### config.mk
export PLATFORM = sky130hd
export DESIGN_NAME = regfile_op_sequencer
export DESIGN_NICKNAME = d
export VERILOG_FILES = /design/src/rtl/regfile_op_sequencer.sv
export SDC_FILE = /design/constraint.sdc
export NUM_CORES = 1
export LEC_CHECK = 0
export CAP_MARGIN = 25
export CORE_UTILIZATION = 56
export DETAILED_ROUTE_END_ITERATION = 6
export PLACE_DENSITY = 0.89
export SLEW_MARGIN = 10
export SYNTH_ARGS = -nofsm -noshare
export SYNTH_HDL_FRONTEND = slang
export SYNTH_SLANG_ARGS = --single-unit
### constraint.sdc
create_clock -name clk -period 7.77 [get_ports clk]
set_clock_uncertainty 0.2 [all_clocks]
set_input_delay 1.9425 -clock clk [delete_from_list [all_inputs] [get_ports clk]]
set_output_delay 1.9425 -clock clk [all_outputs]
set_load 0.1 [all_outputs]
### src/rtl/regfile_op_sequencer.sv
// Command sequencer for a 32x32 register file: read two operands, compute, write back, respond.
// Optional feature: define RF_SEQ_OVF_FLAG_EN to register a signed overflow flag on rsp_ovf.
module regfile_op_sequencer (
    input  logic        clk,
    input  logic        rst_n,
    input  logic        cmd_valid,
    output logic        cmd_ready,
    input  logic [2:0]  cmd_op,
    input  logic [4:0]  cmd_rs1,
    input  logic [4:0]  cmd_rs2,
    input  logic [4:0]  cmd_rd,
    output logic        rf_read_enable_1,
    output logic        rf_read_enable_2,
    output logic [4:0]  rf_read_index_1,
    output logic [4:0]  rf_read_index_2,
    input  logic [31:0] rf_read_data_1,
    input  logic [31:0] rf_read_data_2,
    output logic        rf_write_enable,
    output logic [4:0]  rf_write_index,
    output logic [31:0] rf_write_data,
    output logic        rsp_valid,
    input  logic        rsp_ready,
    output logic [31:0] rsp_data,
    output logic        rsp_ovf,
    output logic        busy
);

    localparam logic [2:0] OpAdd = 3'b000;
    localparam logic [2:0] OpSub = 3'b001;
    localparam logic [2:0] OpAnd = 3'b010;
    localparam logic [2:0] OpOr  = 3'b011;
    localparam logic [2:0] OpXor = 3'b100;
    localparam logic [2:0] OpSll = 3'b101;
    localparam logic [2:0] OpSrl = 3'b110;
    localparam logic [2:0] OpRd  = 3'b111;

    typedef enum logic [2:0] {StIdle, StRead, StCalc, StWrite, StResp} state_e;

    state_e      state_q, state_d;
    logic [2:0]  op_q;
    logic [4:0]  rs1_q, rs2_q, rd_q, wr_idx_q;
    logic [31:0] result_q, result_d;
    logic [31:0] a, b;

    assign a = rf_read_data_1;
    assign b = rf_read_data_2;

    always_ff @(posedge clk or negedge rst_n) begin
        if (!rst_n) begin
            state_q <= StIdle;
        end else begin
            state_q <= state_d;
        end
    end

    always_comb begin
        state_d = state_q;
        unique case (state_q)
            StIdle:  if (cmd_valid) state_d = StRead;
            StRead:  state_d = StCalc;
            StCalc:  state_d = StWrite;
            StWrite: state_d = StResp;
            StResp:  if (rsp_ready) state_d = StIdle;
            default: state_d = StIdle;
        endcase
    end

    // Command fields double as the read indices, so they reset to 0 and hold between commands.
    always_ff @(posedge clk or negedge rst_n) begin
        if (!rst_n) begin
            op_q  <= OpAdd;
            rs1_q <= '0;
            rs2_q <= '0;
            rd_q  <= '0;
        end else if (state_q == StIdle && cmd_valid) begin
            op_q  <= cmd_op;
            rs1_q <= cmd_rs1;
            rs2_q <= cmd_rs2;
            rd_q  <= cmd_rd;
        end
    end

    always_comb begin
        result_d = '0;
        unique case (op_q)
            OpAdd:   result_d = a + b;
            OpSub:   result_d = a - b;
            OpAnd:   result_d = a & b;
            OpOr:    result_d = a | b;
            OpXor:   result_d = a ^ b;
            OpSll:   result_d = a << b[4:0];
            OpSrl:   result_d = a >> b[4:0];
            OpRd:    result_d = a;
            default: result_d = '0;
        endcase
    end

    always_ff @(posedge clk or negedge rst_n) begin
        if (!rst_n) begin
            result_q <= '0;
            wr_idx_q <= '0;
        end else if (state_q == StCalc) begin
            result_q <= result_d;
            wr_idx_q <= rd_q;
        end
    end

`ifdef RF_SEQ_OVF_FLAG_EN
    logic ovf_d, ovf_q;

    always_comb begin
        ovf_d = 1'b0;
        case (op_q)
            OpAdd:   ovf_d = (a[31] == b[31]) && (result_d[31] != a[31]);
            OpSub:   ovf_d = (a[31] != b[31]) && (result_d[31] != a[31]);
            default: ovf_d = 1'b0;
        endcase
    end

    always_ff @(posedge clk or negedge rst_n) begin
        if (!rst_n) begin
            ovf_q <= 1'b0;
        end else if (state_q == StCalc) begin
            ovf_q <= ovf_d;
        end
    end

    assign rsp_ovf = ovf_q;
`else
    assign rsp_ovf = 1'b0;
`endif

    // Outputs decode only flops, so enables drop as soon as reset clears the state.
    assign cmd_ready        = (state_q == StIdle);
    assign busy             = (state_q != StIdle);
    assign rf_read_enable_1 = (state_q == StRead);
    assign rf_read_enable_2 = (state_q == StRead) && (op_q != OpRd);
    assign rf_read_index_1  = rs1_q;
    assign rf_read_index_2  = rs2_q;
    assign rf_write_enable  = (state_q == StWrite) && (wr_idx_q != 5'd0) && (op_q != OpRd);
    assign rf_write_index   = wr_idx_q;
    assign rf_write_data    = result_q;
    assign rsp_valid        = (state_q == StResp);
    assign rsp_data         = result_q;

endmodule
**Yosys cells after proc, flatten, opt, wreduce, memory -nomap -nowiden**

Cells that the tools add are included.

- Flip-flop bits (word level): 58
- Output and inout bits: 86
- Logic and storage cells: 41

- $add $sub $neg: 2
- Equal/unequal tests: 14
- Shift operators: 2
- Mux-type cells: 4
- Bitwise logic cells: 3
- Reductions and logical operators: 9

Operators with widths:

| kind | number |
|---|---|
| case mux 32 bit (8 select lines) | 1 |
| adder 32 bit | 1 |
| bitwise AND 32 bit | 1 |
| bitwise OR 32 bit | 1 |
| << shifter 32 x 5 -> 32 bit | 1 |
| right shift 32 x 5 -> 32 bit | 1 |
| subtractor 32 bit | 1 |
| XOR 32 bit | 1 |
| == test 3 bit, second input constant | 5 |
| case mux 3 bit (5 select lines) | 1 |
| == test 3 x 2 -> 1 bit, second input constant | 4 |
| == test 3 x 1 -> 1 bit, second input constant | 2 |
| zero test 3 bit | 2 |
| 2-to-1 mux 3 bit | 2 |
| nonzero test 5 bit | 1 |
| logical AND 1 bit | 4 |
| != test 3 bit, second input constant | 1 |
| nonzero test 3 bit | 1 |
| != test 2 x 1 -> 1 bit, second input constant | 1 |
| != test 2 bit, second input constant | 1 |
| AND reduction 2 bit | 1 |

**Logic depth before layout (Yosys ltp)**

Gate-level depths: netlist (run 1).

- Word-level depth: 3
- Mapped depth: 23
- Gate-level depth less buffers: 19

**Worst setup path before layout (run 1)**

OpenSTA, ideal clock, no wires.

- Path type: input -> register
- Start: input port rf_read_data_2[1]
- End: register result_q[29] (netlist: rf_write_data[29])
- Setup time: 134 ps
- Data arrival time: 5573 ps
- Data required time: 7436 ps
- Setup slack: 1863 ps
- Cell stages on the path: 22
- Path through: buf_4 inv_2 buf_4 buf_2 ha_1 nand2b_1 nor2b_1 nand2_1 or2_1 nor2b_2 nand2_1 o31ai_1 xnor2_1 ha_1 a41oi_1 o21ai_0 a21oi_1 o21ai_1 and2_1 a41oi_1 a2111o_1 o211ai_1

- Longest elaborated chain between the ends: 2

Ends and longest elaborated chain:

| element | RTL line | RTL |
|---|---|---|
| start, declared | 17 | `input logic [31:0] rf_read_data_2,` |
| subtractor 32 bit (tied with other cells) | 87 | `OpSub: result_d = a - b;` |
| case mux 32 bit (8 select lines) (*) | 85 | `unique case (op_q)` |
| end signal, assigned | 103 | `result_q <= result_d;` |
| end, declared | 42 | `logic [31:0] result_q, result_d;` |

Mark *: on every way between the ends. The rest lies on a longest branch, timed or not.
A chain may end at the register's enable or synchronous reset.

**Worst setup path after layout (run 1)**

- Start: input port rf_read_data_2[4]
- End: register result_q[29] (netlist: rf_write_data[29])

The elaborated chain is that of the path after synthesis.

==> flow_summary.yaml, run 1 <==
timing:
  fin_crit_sh_pct: 83.5
  clock.fmax_mhz: 154
  hold_violations: 0
  worst_slew_pin_slew_ns: 1.01
  slew_viol_final: 0
  rsz0062_at_grt: "false"
  max_slew_margin_pct: 32.4
  fin_tns_setup_ns: 0
  hold_slack_ns: 0.286
  setup_violations: 0
  fin_crit_ns: 6.49
layout:
  layout.nets: 1617
  drive_gt1_share_pct: 8.76
  fillers: 1563
  area_growth_syn_to_layout_pct: 17.2
  seqCellArea_um2: 1450
  final_cells: 1667
  multi_input_area_um2: 7730
  antennaDiodeCount: 0
clocking:
  clk_path_buf_depth: 2
  numCtsBuffers: 9
  clock-root-buffer: "clkbuf_16"
  h-tree-depth: 3
  cts_resized: 0
  cts-hold-fix-buffers: 0
  worstSkewPairLatency_ns: 0.33
  cts_setup_buffers: 0
  cts_tree: "yes"
  clk_pin_slew_ns: 0.06
  cts_sinks: 58
worst_setup_path:
  setup.worst_path.start_class: "input port"
  critPathCaptureType: "flop"
  arrival_ns: 6.48
  crit_type: "in -> reg"
  crit_fanout: 6
  crit_required_ns: 7.76
power:
  fin_total_pwr_uw: 5580
  swShare_pct: 65.1
  ir_drop_mv: 0.736
  power_leakage_uw: 0.00506
  p_int_uw: 1950
  switchingPower_uw: 3630
  pwr-share-clk_pct: 7.9
  power_density_nw_per_um2: 466
  p_seq_share_pct: 11.3
  power_frac_comb_pct: 80.9
grt:
  grt_pass1_wl_um: 64000
  grt_pass1_vias: 10567
  grt_overflow: 0
  grt_max_degree: 78
  antenna_found_initial: 3
  track_usage_pct: 46.4
run_status:
  status: "complete, no violations"
routing:
  dr.pass1.iters: 5
  vias_per_cell: 6.96
  vias: 11605
  wl_per_cell_um: 26.0
  drt_iter0_drc: 1807
  postRouteAntennaNets: 0
  routed_wl_um: 43300
  drc: 0
place:
  dp_cells: 1651
  io_buffers: 170
  place_hpwl_um: 33200
  globalplace.congestion: 1.09
synthesis:
  yosysMostFrequentCell: "nand2_1"
  synth-seq-cells: 58
  synth_fp_nets: 1540
  syn_inst: 1356
  synth_common_cells: "nand2_1, nor2_1, o21ai_0, ha_1, inv_1"
  async_reset_ff_share_pct: 100
  synthTopCellsByArea: "dfrtp_1, ha_1, nand2_1"
  yosys_warnings: 0
  yosys.area.top_type_share_pct: 14.2
  syn_area_um2: 10200
  yosysSeqAreaShare_pct: 14.2
  synth_edf_count: 0
  synth.avg_cell_area_um2: 7.53
  synth_flop_cell: "dfrtp_1"
  synth_cell_types: 83
  synth_area_leader_cell: "dfrtp_1"
floorplanning:
  die-area_um2: 18800
  initial_core_util_pct: 57.0
  coreArea_um2: 17900
  die_w_um: 137
  die_y_um: 137
  io_pins: 172
  rows: 49
flow_run:
  maxCapViolCount: 0
hold_path:
  hp-class: "reg -> reg"
-- power by group through the flow --
stage	combinational [µW]	clock [µW]	sequential, µW
final	4510	439	629
after CTS	4400	439	623
after detailed placement	4380	0	624
after floorplan	2480	0	1450
after global routing	4680	455	647
after global placement	4340	0	608
-- worst paths after layout --
path	start	end	slack (ns)	cells past startpoint
setup / recovery	rf_read_data_2[4]	rf_write_data[29]	1.28	17
hold / removal	rd_q[4]	rf_write_index[4]	0.29	2
setup reg to reg	op_q[2]	rf_write_data[22]	2.35	15
hold reg to reg	rd_q[4]	rf_write_index[4]	0.29	2
max in group asynchronous	rst_n	op_q[0]	5.27	2
min in group asynchronous	rst_n	rf_read_index_1[2]	1.55	2
-- worst max-delay path, cell delays in order --
cell and delay [ns]:
clkdlybuf4s50_1 0.50, nor3_1 0.39, nor2b_1 0.28, nand2_1 0.16
or2_1 0.30, nor2b_2 0.22, nand2_1 0.11, o31ai_1 0.29
xnor2_1 0.16, ha_1 0.30, a41oi_1 0.20, o21ai_0 0.11
a21oi_1 0.48, o2111ai_1 0.32, a41oi_1 0.43, a2111o_1 0.21
o211ai_1 0.08
-- cell usage in the layout, fill, tap and decap left out, drive strengths merged, types with 17 or more instances in the layout --
cell type      instances
xnor2                 37
nor3                  19
mux2i                 65
mux2                  45
a21oi                 89
nand2                181
clkdlybuf4s50        165
buf                   24
ha                    97
inv                   93
a31oi                 17
o211ai                24
mux4                  20
nor2                 124
dfrtp                 58
a211oi                28
o21ai                110
a221oi                27
-- routing by layer --
metal | track usage (%) | up-vias | routed length (µm)
met2 | 69.3 | 1014 | 18000
met4 | 24.4 | 4 | 2720
met1 | 58.9 | 5352 | 15900
met5 | 0 | - | 30
met3 | 15.2 | 204 | 6630
li1 | - | 5031 | -
-- cell type report --
class | count | area share, %
flip-flops and latches | 58 | 12.1
well taps | 229 | 2.39
multi-input cells | 1083 | 64.6
clock inverters | 7 | 0.847
clock buffers | 9 | 1.88
repair buffers | 189 | 15.2
inverters | 92 | 2.89
-- state kept, by name, indices dropped and copies added, names as in the netlist --
name / cells
rd_q: 5
rf_read_index_1: 5
rf_write_data: 32
rf_read_index_2: 5
rf_write_index: 5
state_q: 3
op_q: 3
-- logic make-up after synthesis --
| group | share of synthesized area (%) |
|---|---|
| adder cells (fa/ha/maj) | 12.1 |
| multiplexers | 15.8 |
| buffers and inverters | 10.0 |
| AO/OA/AOI/OAI | 25.6 |
| XOR/XNOR | 4.30 |
| flip-flops | 14.2 |
| AND/OR/NAND/NOR | 18.0 |
| other | 0.0367 |
-- per-stage QoR --
step	util, %	worst slack, ns	instance area [µm²]
6_report	66.8	1.28	12000
5_1_grt	66.8	1.01	12000
4_1_cts	66.8	1.46	12000
3_5_place_dp	65.0	1.16	11600
3_3_place_gp	65.0	1.30	11600
2_1_floorplan	-	1.86	10200
(Power assumes the default switching activity.)
==> run 2: changes to the inputs <==
- CORE_UTILIZATION: 56 -> 51
- PLACE_DENSITY: 0.89 -> 0.85
- clock period: 7.77 -> 5.9 ns (I/O delays scaled with it)
==> run 2 against run 1 <==
Compared with the run above:
- combinational power up 33%
- critical path depth is 1 lower
- die area is 9.7% higher
- final cell count increased by 3.1%
- total power rose by 33%
- first-iteration DRC count decreased by 18%
- sequential share of layout area fell by 0.17 points
- sequential power up 31%
- non-clock buffer count increased by 16
- final area rose by 1.4%
- clock power grew 30%
- register-to-register slack got worse by 0.99 ns
- critical path type unchanged
- critical endpoint unchanged
- largest cell class unchanged
==> flow_summary.yaml, run 2 (synthesis gave the netlist of run 1 again) <==
run_status:
  status: "complete, no violations"
grt:
  grt_pass1_wl_um: 64100
  track_usage_pct: 42.4
  grt_overflow: 0
  grt_pass1_vias: 10363
  antenna_found_initial: 3
  grt_max_degree: 82
routing:
  drc: 0
  routed_wl_um: 43300
  vias_per_cell: 6.65
  dr.pass1.iters: 6
  drt_iter0_drc: 1484
  wl_per_cell_um: 25.2
  postRouteAntennaNets: 0
  vias: 11435
clocking:
  cts_tree: "yes"
  clock-root-buffer: "clkbuf_16"
  cts_sinks: 58
  clk_path_buf_depth: 2
  cts_resized: 0
  cts_setup_buffers: 0
  h-tree-depth: 3
  clk_pin_slew_ns: 0.06
  numCtsBuffers: 9
  cts-hold-fix-buffers: 0
  worstSkewPairLatency_ns: 0.33
timing:
  worst_slew_pin_slew_ns: 1.01
  fin_tns_setup_ns: 0
  clock.fmax_mhz: 182
  setup_violations: 0
  fin_crit_ns: 5.50
  fin_crit_sh_pct: 93.3
  hold_violations: 0
  slew_viol_final: 0
  max_slew_margin_pct: 32.4
  rsz0062_at_grt: "false"
floorplanning:
  die-area_um2: 20600
  die_w_um: 143
  coreArea_um2: 19500
  die_y_um: 143
  rows: 51
  initial_core_util_pct: 52.3
  io_pins: 172
worst_setup_path:
  r2r-start: "op_q[0]"
  arrival_ns: 5.48
  slowest_stage: "clkdlybuf4s50_1"
  path_cells: "clkdlybuf4s50_1 -> or3_1 -> or3_4 -> or2_1 -> nor2b_2 -> nand2_1 -> o31ai_1 -> xnor2_1 -> ha_1 -> a41oi_1 -> o21ai_0 -> a21oi_1 -> o2111ai_1 -> a41oi_1 -> a2111o_1 -> o211ai_1"
  critPathCaptureType: "flop"
  crit_required_ns: 5.88
  max_stage_delay_ns: 0.49
  r2r_end: "rf_write_data[16]"
  setup.worst_path.start_class: "input port"
  crit_fanout: 5
  worstSetupEndpoint: "rf_write_data[29]"
  crit_type: "in -> reg"
  crit_path_start: "rf_read_data_2[9]"
  worst-r2r-setup-slack_ns: 1.36
  crit_path_frequent_cell: "a41oi_1"
  reg2reg_depth: 12
layout:
  antennaDiodeCount: 0
  layout.nets: 1633
  final_common_cell: "nand2_1"
  drive_gt1_share_pct: 9.77
  largest_reg_flops: 32
  area_growth_syn_to_layout_pct: 18.9
  layout_common_cells: "nand2_1, clkdlybuf4s50_1, nor2_1, o21ai_0, ha_1"
  fin_area_um2: 12100
power:
  power_leakage_uw: 0.00514
  ir_drop_mv: 0.329
  power_density_nw_per_um2: 611
  fin_total_pwr_uw: 7410
hold_path:
  hp-class: "reg -> reg"
  min_delay_path_depth: 2
flow_run:
  maxCapViolCount: 0
place:
  io_buffers: 170
  place_hpwl_um: 33700
  placed_cell_area_um2: 11800
  globalplace.congestion: 1.03
## run 2: changes by cell type in the layout (fill, tap and decap cells not counted)
| cell | before | now |
|---|---|---|
| buf_4 | 20 | 36 |
| inv_6 | 2 | 1 |
| clkinv_4 | 1 | 3 |
| clkinvlp_4 | 2 | 1 |
## run 2: worst max-delay path: cells and delay by family
kind	cells	cell delay (ns)
buffers and inverters	1	0.49
AO/OA/AOI/OAI	8	1.79
AND/OR/NAND/NOR	5	1.28
XOR/XNOR	1	0.16
adder cells (fa/ha/maj)	1	0.31
## run 2: stage by stage
stage	cells	setup slack [ns]	utilization, %	hold slack (ns)
3_5_place_dp	1703	0.154	60.5	0.265
5_1_grt	1719	0.145	62.1	0.312
2_1_floorplan	1356	0.460	-	0.235
3_3_place_gp	1703	0.224	60.5	0.240
6_report	1719	0.397	62.1	0.280
4_1_cts	1719	0.485	62.1	0.276
## run 2: final cells by class
| cell class | instances | area, µm² |
|---|---|---|
| multi-input cells | 1083 | 7730 |
| clock inverters | 7 | 103 |
| fillers | 1795 | 7390 |
| repair buffers | 205 | 1940 |
| clock buffers | 9 | 225 |
| flip-flops and latches | 58 | 1450 |
| well taps | 265 | 332 |
| inverters | 92 | 345 |
## run 2: worst min path at each step
stage / end / from / slack, ns
4_1_cts: rf_write_index[3] / rd_q[3] / 0.28
3_5_place_dp: rf_write_index[3] / rd_q[3] / 0.26
5_1_grt: rf_write_index[3] / rd_q[3] / 0.31
6_report: rf_write_index[3] / rd_q[3] / 0.28
2_1_floorplan: rf_write_index[0] / rd_q[0] / 0.23
3_3_place_gp: rf_write_index[3] / rd_q[3] / 0.24
## run 2: power breakdown
part	leakage, µW	internal, µW	total [µW]	switching (µW)
Sequential	0.000672	609	827	218
Combinational	0.00432	1640	6010	4370
Clock	0.000156	373	571	198
Total	0.00514	2620	7410	4780
## run 2: per-layer routing
metal  vias up  wire (µm)  global-route usage (%)
li1       5059          -                       -
met1      5384      17300                    56.9
met2       836      18500                    64.5
met3       154       5460                    10.3
met4         2       2000                    17.8
met5         -         13                       0
==> run 3: changes to the inputs <==
- MAX_ROUTING_LAYER: not set -> met4
==> run 3 against run 2 <==
Compared with the run above:
- global-route usage is 0.85 points higher
- count of clock-buffer cells in the layout stayed put
- core utilization is 0.12 points higher
- first-iteration DRC count is 8.7% higher
- critical path depth is 2 lower
- sequential share of layout area hardly changed
- total power is 0.35% higher
- maximum frequency is 0.54% lower
- sequential power is 0.5% lower
- sequential cell count stayed put
- final area is 0.19% higher
- largest cell class unchanged
==> flow_summary.yaml, run 3 (synthesis gave the netlist of run 1 again) <==
timing:
  fin_crit_sh_pct: 93.8
  worst_slew_pin_slew_ns: 1.01
  clock.fmax_mhz: 181
  slew_viol_final: 0
  setup_violations: 0
  max_slew_margin_pct: 32.5
  fin_crit_ns: 5.53
  fin_tns_setup_ns: 0
  hold_violations: 0
  rsz0062_at_grt: "false"
  hold_slack_ns: 0.278
floorplanning:
  die_w_um: 143
  coreArea_um2: 19500
  rows: 51
  io_pins: 172
  die-area_um2: 20600
  initial_core_util_pct: 52.3
  die_y_um: 143
clocking:
  clk_path_buf_depth: 2
  cts_resized: 0
  clock-root-buffer: "clkbuf_16"
  cts_setup_buffers: 0
  worstSkewPairLatency_ns: 0.33
  cts-hold-fix-buffers: 0
  h-tree-depth: 3
  numCtsBuffers: 9
  cts_tree: "yes"
  clk_pin_slew_ns: 0.06
  cts_sinks: 58
power:
  power_leakage_uw: 0.00515
  ir_drop_mv: 0.312
  power_density_nw_per_um2: 612
  fin_total_pwr_uw: 7430
worst_setup_path:
  slowest_stage: "o31ai_1"
  critPathCaptureType: "flop"
  crit_fanout: 8
  crit_required_ns: 5.91
  path_cells: "clkdlybuf4s50_1 -> or3_1 -> or3_4 -> or2_1 -> o31ai_1 -> xnor2_1 -> ha_1 -> nand2_1 -> or2_2 -> o31ai_1 -> nand2b_1 -> a41oi_1 -> mux2i_1 -> a21oi_1"
  crit_type: "in -> reg"
  crit_path_frequent_cell: "o31ai_1"
  arrival_ns: 5.55
  setup.worst_path.start_class: "input port"
  max_stage_delay_ns: 0.53
grt:
  track_usage_pct: 43.2
  grt_pass1_vias: 10426
  grt_max_degree: 78
  antenna_found_initial: 1
  grt_overflow: 0
  grt_pass1_wl_um: 63500
hold_path:
  hp-class: "reg -> reg"
routing:
  vias: 11575
  vias_per_cell: 6.74
  dr.pass1.iters: 6
  drc: 0
  wl_per_cell_um: 25.2
  drt_iter0_drc: 1613
  routed_wl_um: 43300
  postRouteAntennaNets: 0
place:
  globalplace.congestion: 1.06
  place_hpwl_um: 33500
  io_buffers: 170
run_status:
  status: "complete, no violations"
layout:
  multi_input_area_um2: 7730
  drive_gt1_share_pct: 9.64
  seqCellArea_um2: 1450
  final_common_cell: "nand2_1"
  layout_common_cells: "nand2_1, clkdlybuf4s50_1, nor2_1, o21ai_0, ha_1"
  area_growth_syn_to_layout_pct: 19.1
  fillers: 1759
  largest_reg_flops: 32
  layout.nets: 1631
flow_run:
  maxCapViolCount: 0
-- run 3: worst max-delay path: cells and delay by family --
kind / cells / cell delay, ns
AOI/OAI and AO/OA: 4 / 1.16
adders and majority gates: 1 / 0.42
and+or+nand+nor: 6 / 1.70
xor gates and xnor gates: 1 / 0.11
muxes: 1 / 0.22
buffers and inverters: 1 / 0.46
-- run 3: cell type report --
class,instances,area share (%)
multi-input cells,1083,63.6
repair buffers,203,16.0
flip-flops and latches,58,12.0
inverters,92,2.84
well taps,265,2.73
clock buffers,9,1.85
clock inverters,7,1.03
diodes,1,0.0206
-- run 3: path summary, 6_finish.rpt --
check                                   start                  to  slack (ns)  cells after the start
setup / recovery           rf_read_data_2[11]   rf_write_data[28]        0.37                     14
hold / removal                        rd_q[2]   rf_write_index[2]        0.28                      2
min in group asynchronous               rst_n  rf_read_index_2[1]        1.09                      2
max in group asynchronous               rst_n             op_q[0]        3.88                      2
setup reg to reg                      op_q[0]   rf_write_data[29]        1.49                     11
hold reg to reg                       rd_q[2]   rf_write_index[2]        0.28                      2
-- run 3: report_power, final --
part / leakage [µW] / switching (µW) / total (µW) / internal (µW)
sequential: 0.000672 / 213 / 823 / 609
combinational: 0.00431 / 4370 / 6000 / 1630
clock: 0.000171 / 198 / 614 / 417
-- run 3: per-stage QoR --
stage	setup slack (ns)	cells	util, %	cell area, µm²
final	0.366	1718	62.2	12200
after global routing	0.108	1718	62.2	12200
after CTS	0.438	1716	62.1	12100
after detailed placement	0.114	1700	60.3	11800
after global placement	0.185	1700	60.3	11800
after floorplan	0.460	1356	-	10200
-- run 3: per-layer routing --
metal,vias to the layer above,GRT usage (%),share of wire [%]
met2,883,65.0,44
li1,5062,-,-
met5,-,-,0
met4,0,17.0,4.6
met3,152,11.0,13
met1,5478,55.2,39
